**src/rtl/alu_program_sequencer.sv**
```systemverilog
// alu_program_sequencer
// Micro-sequencer that steps a small loadable instruction store through a
// fixed FETCH -> EXEC -> WRITE sequence. It drives the shared ALU opcode and
// operand selects and the register-file write strobe.
//
// Ports:
//   CLOCK_50     system clock
//   reset_n      asynchronous active-low reset
//   step_pulse   one-cycle pulse, executes one instruction from IDLE
//   run          level, executes instructions back-to-back while high
//   clear_pulse  synchronous abort: back to IDLE with pc = 0 (highest priority)
//   prog_we/prog_addr/prog_data  instruction-store write port (IDLE/HALTED only)
//   alu_flags    ALU flags, latched into flags_q at write-back
//   opcode, rdest_sel, rsrc_sel, imm_sel, imm   ALU/regfile controls
//   wEnable      register-file write strobe (one cycle, in WRITE)
//   pc           address of the next instruction to fetch
//   flags_q      flags captured at the last write-back
//   busy/halted  state indicators
//   instr_count  retired non-WAIT, non-HALT instructions (wrapping)
// Instruction word: [24] imm_sel, [23:16] opcode, [15:12] rdest, [11:8] rsrc, [7:0] imm
module alu_program_sequencer #(
    parameter int          ADDR_W  = 4,
    parameter int          INSTR_W = 25,
    parameter logic [7:0]  WAIT_OP = 8'h00,
    parameter logic [7:0]  HALT_OP = 8'hFF
) (
    input  logic               CLOCK_50,
    input  logic               reset_n,
    input  logic               step_pulse,
    input  logic               run,
    input  logic               clear_pulse,
    input  logic               prog_we,
    input  logic [ADDR_W-1:0]  prog_addr,
    input  logic [INSTR_W-1:0] prog_data,
    input  logic [4:0]         alu_flags,
    output logic [7:0]         opcode,
    output logic [3:0]         rdest_sel,
    output logic [3:0]         rsrc_sel,
    output logic               imm_sel,
    output logic [15:0]        imm,
    output logic               wEnable,
    output logic [ADDR_W-1:0]  pc,
    output logic [4:0]         flags_q,
    output logic               busy,
    output logic               halted,
    output logic [15:0]        instr_count
);

    typedef enum logic [2:0] {
        S_IDLE,
        S_FETCH,
        S_EXEC,
        S_WRITE,
        S_HALTED
    } state_t;

    state_t              state_q, state_d;
    logic [ADDR_W-1:0]   pc_q, pc_d;
    // The registered output fields double as the instruction register: they
    // are loaded at the FETCH->EXEC edge and held through WRITE.
    logic [7:0]          opcode_q, opcode_d;
    logic [3:0]          rdest_q, rdest_d;
    logic [3:0]          rsrc_q, rsrc_d;
    logic                imm_sel_q, imm_sel_d;
    logic [15:0]         imm_q, imm_d;
    logic                wen_q, wen_d;
    logic [4:0]          flags_d;
    logic [15:0]         count_q, count_d;

    logic [INSTR_W-1:0]  mem_q [2**ADDR_W];
    logic [INSTR_W-1:0]  fetch_word;

    assign fetch_word = mem_q[pc_q];

    // Store is only writable while the sequencer is not using it.
    always_ff @(posedge CLOCK_50) begin
        if (prog_we && (state_q == S_IDLE || state_q == S_HALTED)) begin
            mem_q[prog_addr] <= prog_data;
        end
    end

    always_comb begin
        state_d   = state_q;
        pc_d      = pc_q;
        opcode_d  = opcode_q;
        rdest_d   = rdest_q;
        rsrc_d    = rsrc_q;
        imm_sel_d = imm_sel_q;
        imm_d     = imm_q;
        wen_d     = 1'b0;
        flags_d   = flags_q;
        count_d   = count_q;

        if (clear_pulse) begin
            state_d  = S_IDLE;
            pc_d     = '0;
            opcode_d = WAIT_OP;
        end else begin
            case (state_q)
                S_IDLE: begin
                    if (step_pulse || run) begin
                        state_d = S_FETCH;
                    end
                end
                S_FETCH: begin
                    if (fetch_word[23:16] == HALT_OP) begin
                        // HALT never reaches the ALU and does not advance pc.
                        state_d  = S_HALTED;
                        opcode_d = WAIT_OP;
                    end else begin
                        state_d   = S_EXEC;
                        opcode_d  = fetch_word[23:16];
                        rdest_d   = fetch_word[15:12];
                        rsrc_d    = fetch_word[11:8];
                        imm_sel_d = fetch_word[24];
                        imm_d     = {{8{fetch_word[7]}}, fetch_word[7:0]};
                    end
                end
                S_EXEC: begin
                    state_d = S_WRITE;
                    wen_d   = (opcode_q != WAIT_OP);
                end
                S_WRITE: begin
                    // ALU has settled for a full cycle; retire on this edge.
                    if (opcode_q != WAIT_OP) begin
                        flags_d = alu_flags;
                        count_d = count_q + 16'd1;
                    end
                    pc_d     = pc_q + 1'b1;
                    opcode_d = WAIT_OP;
                    state_d  = run ? S_FETCH : S_IDLE;
                end
                S_HALTED: begin
                    state_d = S_HALTED;
                end
                default: begin
                    state_d = S_IDLE;
                end
            endcase
        end
    end

    always_ff @(posedge CLOCK_50 or negedge reset_n) begin
        if (!reset_n) begin
            state_q   <= S_IDLE;
            pc_q      <= '0;
            opcode_q  <= 8'h00;
            rdest_q   <= 4'd0;
            rsrc_q    <= 4'd0;
            imm_sel_q <= 1'b0;
            imm_q     <= 16'd0;
            wen_q     <= 1'b0;
            flags_q   <= 5'd0;
            count_q   <= 16'd0;
        end else begin
            state_q   <= state_d;
            pc_q      <= pc_d;
            opcode_q  <= opcode_d;
            rdest_q   <= rdest_d;
            rsrc_q    <= rsrc_d;
            imm_sel_q <= imm_sel_d;
            imm_q     <= imm_d;
            wen_q     <= wen_d;
            flags_q   <= flags_d;
            count_q   <= count_d;
        end
    end

    // A clear arriving during WRITE must suppress the strobe in that very
    // cycle, so the registered strobe is gated by the live clear input.
    assign wEnable     = wen_q & ~clear_pulse;
    assign opcode      = opcode_q;
    assign rdest_sel   = rdest_q;
    assign rsrc_sel    = rsrc_q;
    assign imm_sel     = imm_sel_q;
    assign imm         = imm_q;
    assign pc          = pc_q;
    assign instr_count = count_q;
    assign busy        = (state_q == S_FETCH) || (state_q == S_EXEC) || (state_q == S_WRITE);
    assign halted      = (state_q == S_HALTED);

endmodule

```
**config.mk**
```make
export PLATFORM = sky130hd
export DESIGN_NAME = alu_program_sequencer
export DESIGN_NICKNAME = d
export VERILOG_FILES = /design/src/rtl/alu_program_sequencer.sv
export SDC_FILE = /design/constraint.sdc
export NUM_CORES = 1
export LEC_CHECK = 0
export ABC_AREA = 0
export ABC_CLOCK_PERIOD_IN_PS = 5400
export CELL_PAD_IN_SITES_DETAIL_PLACEMENT = 0
export CELL_PAD_IN_SITES_GLOBAL_PLACEMENT = 1
export CORE_MARGIN = 2
export CORE_UTILIZATION = 45
export DETAILED_ROUTE_END_ITERATION = 12
export PLACE_DENSITY_LB_ADDON = 0.15
export SLEW_MARGIN = 40
export SYNTH_ARGS = -nofsm -noshare
export SYNTH_HDL_FRONTEND = slang
export SYNTH_SLANG_ARGS = --single-unit
```
**constraint.sdc**
```tcl
create_clock -name CLOCK_50 -period 5.4 [get_ports CLOCK_50]
set_input_delay 0.54 -clock CLOCK_50 [delete_from_list [all_inputs] [get_ports CLOCK_50]]
set_output_delay 0.54 -clock CLOCK_50 [all_outputs]
set_load 0.02 [all_outputs]
```
Word level (Yosys, flattened, before mapping)
Memory sizes are Yosys's and may differ from the RTL's. Index checks and enable logic that the tools add are counted.

Register bits after elaboration: 54. Bits in latches: 0. Memory bits (writable): 400. Memory bits (read-only): 0. Input bits: 40. Output and inout port bits: 61. Word-level logic and storage cells: 47. Memories kept: 1.

Add/sub/neg operators: 2. $mul: 0. Div/mod/pow operators: 0. Magnitude comparators: 0. Equal/unequal tests: 6. Shift-type cells: 0. Multiplexer cells: 14. Bitwise operators: 3. Reductions and logical operators: 11.

Memory list: mem_q (depth 16, bits a word 25, rd ports 1, clocked after Yosys merged registers in 0, write ports 1, RTL line 70) `logic [INSTR_W-1:0] mem_q [2**ADDR_W];`.

Operators with widths (count): 16-bit by 1-bit adder with 16-bit output (second input constant) (1); 8-bit 2-to-1 mux (2); 8-bit case mux with 2 select lines (1); 3-bit case mux with 5 select lines (1); 3-bit 2-to-1 mux (3); 8-bit equality test (second input constant) (1); 4-bit 2-to-1 mux (2); 8-bit nonzero test (1); 3-bit by 2-bit equality test with 1-bit output (second input constant) (2); 3-bit AND reduction (2); 1-bit 2-to-1 mux (5); 4-bit by 1-bit adder with 4-bit output (second input constant) (1); 1-bit logical OR (4); 3-bit by 1-bit equality test with 1-bit output (second input constant) (1); 3-bit equality test (second input constant) (1); 3-bit zero test (1); 3-bit by 2-bit != test with 1-bit output (second input constant) (1); 3-bit nonzero test (1); 1-bit inverter (2); 2-bit nonzero test (1); 1-bit AND (1); 1-bit logical AND (1).

Depth between registers and ports, before layout
Depth after elaboration: 5. Gate-level depth with buffers: 10. Depth with buffers taken out: 6.

Least setup slack after synthesis
OpenSTA, ideal clock, no wires.

Path type: register to register. Start point: register state_q[0]. End point: memory mem_q[0][0], enable pin. Library setup time: 0.439 ns. Arrival time: 2.821 ns. Required time: 4.961 ns. Slack: 2.140 ns. Cell stages (with the launch flop): 5. Buffers on the path: 0. Period minus slack after synthesis: 3.260 ns. Path through: dfrtp_1 -> nor2_1 -> nand2_1 -> or3_1 -> nor3_1.

Cells in the longest elaborated chain, start to end: 5. Elaborated cells between the ends (all ways): 6. Those cells by class: eq/ne: 1; mux: 2; reduce/logical: 3.

Ends and longest elaborated chain: from (decl) (RTL line 57) `state_t state_q, state_d;`; from (signal assigned) (RTL line 156) `state_q <= state_d;`; 3-bit equality test or 3-bit zero test (tied branches) (RTL line 77) `if (prog_we && (state_q == S_IDLE || state_q == S_HALTED)) begin`; 1-bit logical OR * (RTL line 77); 1-bit logical AND * (RTL line 77); 1-bit 2-to-1 mux * (RTL line 77); 1-bit 2-to-1 mux (implied by the code) * (RTL line 78) `mem_q[prog_addr] <= prog_data;`; to (decl) (RTL line 70).

Mark *: on every way between the ends. The rest lies on a longest branch, timed or not.

Worst setup path after layout
Start point: register pc_q[2] (netlist: pc[2]). End point: register imm_q[1] (netlist: imm[1]).

Cells in the longest elaborated chain, start to end: 4.

Ends and longest elaborated chain: from (decl) (RTL line 58) `logic [ADDR_W-1:0] pc_q, pc_d;`; from (signal assigned) (RTL line 157) `pc_q <= pc_d;`; memory 16 x 25 bit *; 8-bit equality test (RTL line 106) `if (fetch_word[23:16] == HALT_OP) begin`; 1-bit inverter (no source line); 3-bit AND reduction (no source line); to (signal assigned) (RTL line 162) `imm_q <= imm_d;`; to (decl) (RTL line 65) `logic [15:0] imm_q, imm_d;`.

Marked as above. A chain may end at the register's enable or synchronous reset.

==> flow_metrics.tcl <==
set metrics [dict create \
    outcome "complete, no violations" \
    cts_root_buffer "clkbuf_16" \
    r2r_end "imm[1]" \
    synth_area_leaders "edfxtp_1, mux4_2, dfrtp_1, mux2i_1, mux2_4" \
    syn_to_final_growth_pct 18.5 \
    synth-seq-cells 454 \
    clkPwrFrac_pct 41.1 \
    path_clk_slew_ns 0.06 \
    dr.pass1.iters 5 \
    totalWireLength_um 39300 \
    synthCells 818 \
    viasPerCell 5.58 \
    p_int_mw 6.19 \
    chipHeight_um 202 \
    cts_buffers 48 \
    clk_path_buf_depth 3 \
    yosys.cell_count.top_type "edfxtp_1" \
    placementRows 72 \
    worst_pin_slew_ns 0.842 \
    placedCellCount 1421 \
    grt_overflow_total 0 \
    ctsHoldBuffers 0 \
    drv_slew 0 \
    grt_pass1_wl_um 58100 \
    globalplace.congestion 0.741 \
    fin_crit_ns 3.69 \
    antenna_found_initial 1 \
    p_per_area_nw_per_um2 379 \
    r2r_setup_slack_ns 1.71 \
    peakVddDrop_mv 0.238 \
    synth_top_area_cell "edfxtp_1" \
    r2r_cells 8 \
    ys_types 47 \
    grt_max_degree 55 \
    total_leakage_power_nw 6.67 \
    synth_area_per_cell_um2 21.5 \
    synthTopCellsByCount "edfxtp_1, mux4_2, dfrtp_1" \
    synth.top_cell.area_share_pct 68.4 \
    period_share_pct 68.4 \
    combPwrFrac_pct 8.0 \
    drtAntennaViolNets 0 \
    timing.rr.start "pc[2]" \
    synth_nets 860 \
    arrival_ns 4.14 \
    total_power_mw 7.88 \
    finalSetupViolCount 0 \
    drcViolationCount 0 \
    dominantRegCellSynth "edfxtp_1" \
    pre_cts_ws_ns 1.56 \
    slew_headroom_pct 43.8 \
    io_pins 101 \
    fmax_mhz 271 \
    core_um2 38600 \
    seq_power_share_pct 50.9 \
    cp_max_fo 18 \
    fin_nets 996 \
    final_cells 1510 \
    h-tree-depth 2 \
    via_count 8432 \
    dp_hpwl_um 21300 \
    dieArea_um2 40600 \
    synth_edf_count 400 \
    cts_tree "done" \
    start_util_pct 45.6 \
    first_iter_violations 656 \
    grt_pass1_vias 8931 \
    cts_resized 0 \
    hold_viol 0 \
    rsz0062_at_grt "no" \
    p_switching_mw 1.69 \
    synth_warnings 0 \
    nFillCells 2999 \
    drive_above_1_share_pct 24.6 \
    path_class "reg2reg" \
    critical_path.startpoint "pc[2]" \
    hp-class "in2async" \
    wl_per_cell_um 26.0 \
    startpoint_type "flip-flop" \
    end_kind "flip-flop" \
    fin_ws_ns 1.71 \
    crit_end "imm[1]" \
    die_w_um 202 \
    insertion_delay_ns 0.57 \
    tns_ns 0 \
    required_ns 5.85 \
    maxCapViolations 0 \
    seq_area_frac_synth_pct 76.1 \
    switching_share_pct 21.4 \
    grt_usage_pct 19.8 \
    io_buffers 100 \
    syn_area_um2 17600 \
    cts_sinks 454 \
    fin_worst_skew_ns 0.0125 \
    post-cts-setup-buffers 0 \
    async_flop_share_pct 11.9 \
]
through the flow:
| step | cell area [um2] | util (%) | hold WS [ns] |
|---|---|---|---|
| after floorplan | 17600 | - | 0.244 |
| after global placement | 19200 | 49.8 | 0.455 |
| after detailed placement | 19200 | 49.9 | 0.473 |
| after CTS | 20800 | 53.9 | 0.143 |
| after global routing | 20800 | 54.0 | 0.0813 |
| final | 20800 | 54.0 | 0.0361 |
power by group through the flow:
stage / logic, mW / registers, mW / clock network, mW
2_1_floorplan: 0.271 / 4.13 / 0
3_3_place_gp: 0.619 / 4.08 / 0
3_5_place_dp: 0.633 / 4.09 / 0
4_1_cts: 0.634 / 4.02 / 3.32
5_1_grt: 0.669 / 4.02 / 3.46
6_report: 0.632 / 4.01 / 3.24
layer usage:
| metal | GRT usage (%) | part of all wire [%] | vias up |
|---|---|---|---|
| met3 | 3.34 | 5.1 | 61 |
| met5 | 0 | 0 | - |
| met2 | 33.2 | 50 | 234 |
| met1 | 26.5 | 43 | 4477 |
| met4 | 6.51 | 2.1 | 0 |
| li1 | - | - | 3660 |
flip-flops by register name, summed over array words and instances (netlist names):
name	count
rdest_sel	4
imm_sel	1
instr_count	16
wen_q	1
mem_q	400
flags_q	5
rsrc_sel	4
state_q	3
pc	4
imm	8
opcode	8
cell type report:
cell class	count	area (um2)	area share [%]
Clock inverter	23	244	1.17
Tap cell	518	648	3.11
Antenna cell	1	2.50	0.0120
Sequential cell	454	13400	64.2
Inverter	5	18.8	0.0902
Timing Repair Buffer	128	1250	5.99
Multi-Input combinational cell	317	3960	19.0
Clock buffer	64	1320	6.35
how the worst min path moves through the flow:
stage,from,end,slack (ns),depth (start not counted)
after CTS,reset_n,state_q[2],0.14,2
after floorplan,reset_n,flags_q[0],0.24,0
after detailed placement,instr_count[15],instr_count[15],0.47,1
after global routing,reset_n,wen_q,0.08,2
after global placement,instr_count[15],instr_count[15],0.46,1
final,reset_n,wen_q,0.04,2
cells in the final DEF, fill, tap and decap left out, types with 3 or more instances in the layout:
cell type,netlist,final
xor2_1,7,7
mux2_2,14,14
mux4_2,98,98
mux2i_1,26,26
mux2_4,11,11
nor2_1,29,17
bufinv_16,0,5
dfrtp_1,54,52
clkbuf_1,12,11
clkbuf_8,0,4
nor2_2,0,12
a22o_1,8,8
nand2b_1,4,4
and3_1,3,3
clkinv_2,0,6
nand3_1,3,3
nor2b_1,5,5
o22ai_1,6,6
nand4_1,7,7
xnor2_1,11,11
a221oi_1,3,3
edfxtp_1,400,400
clkbuf_16,0,49
nand2_1,29,29
o221ai_1,8,8
buf_4,8,24
nor3_2,0,4
buf_12,2,3
clkdlybuf4s50_1,0,99
clkinvlp_4,0,5
a22oi_1,10,10
clkinv_1,1,8
a21oi_1,8,8
inv_1,4,4
kinds of logic (layout without fill, tap and decap cells):
family,Yosys count,in the layout,synth area share [%]
flip-flops,454,454,76.1
AND/OR/NAND/NOR,92,92,2.44
XOR/XNOR,18,18,0.897
AO/OA/AOI/OAI,54,54,2.61
other,0,1,0
adder cells (fa/ha/maj),2,2,0.142
buffers and inverters,47,220,1.66
multiplexers,151,151,16.2
critical path, cell delays in order, from the launching register on:
cell and delay, ns:
dfrtp_1 0.88, buf_4 0.44, nand2_1 0.35, o22ai_1 0.30, o22a_1 0.23, a221oi_4 0.06
a31oi_4 0.68, buf_12 0.24, mux2_2 0.34
No activity file was read; power rests on OpenSTA's default activity.
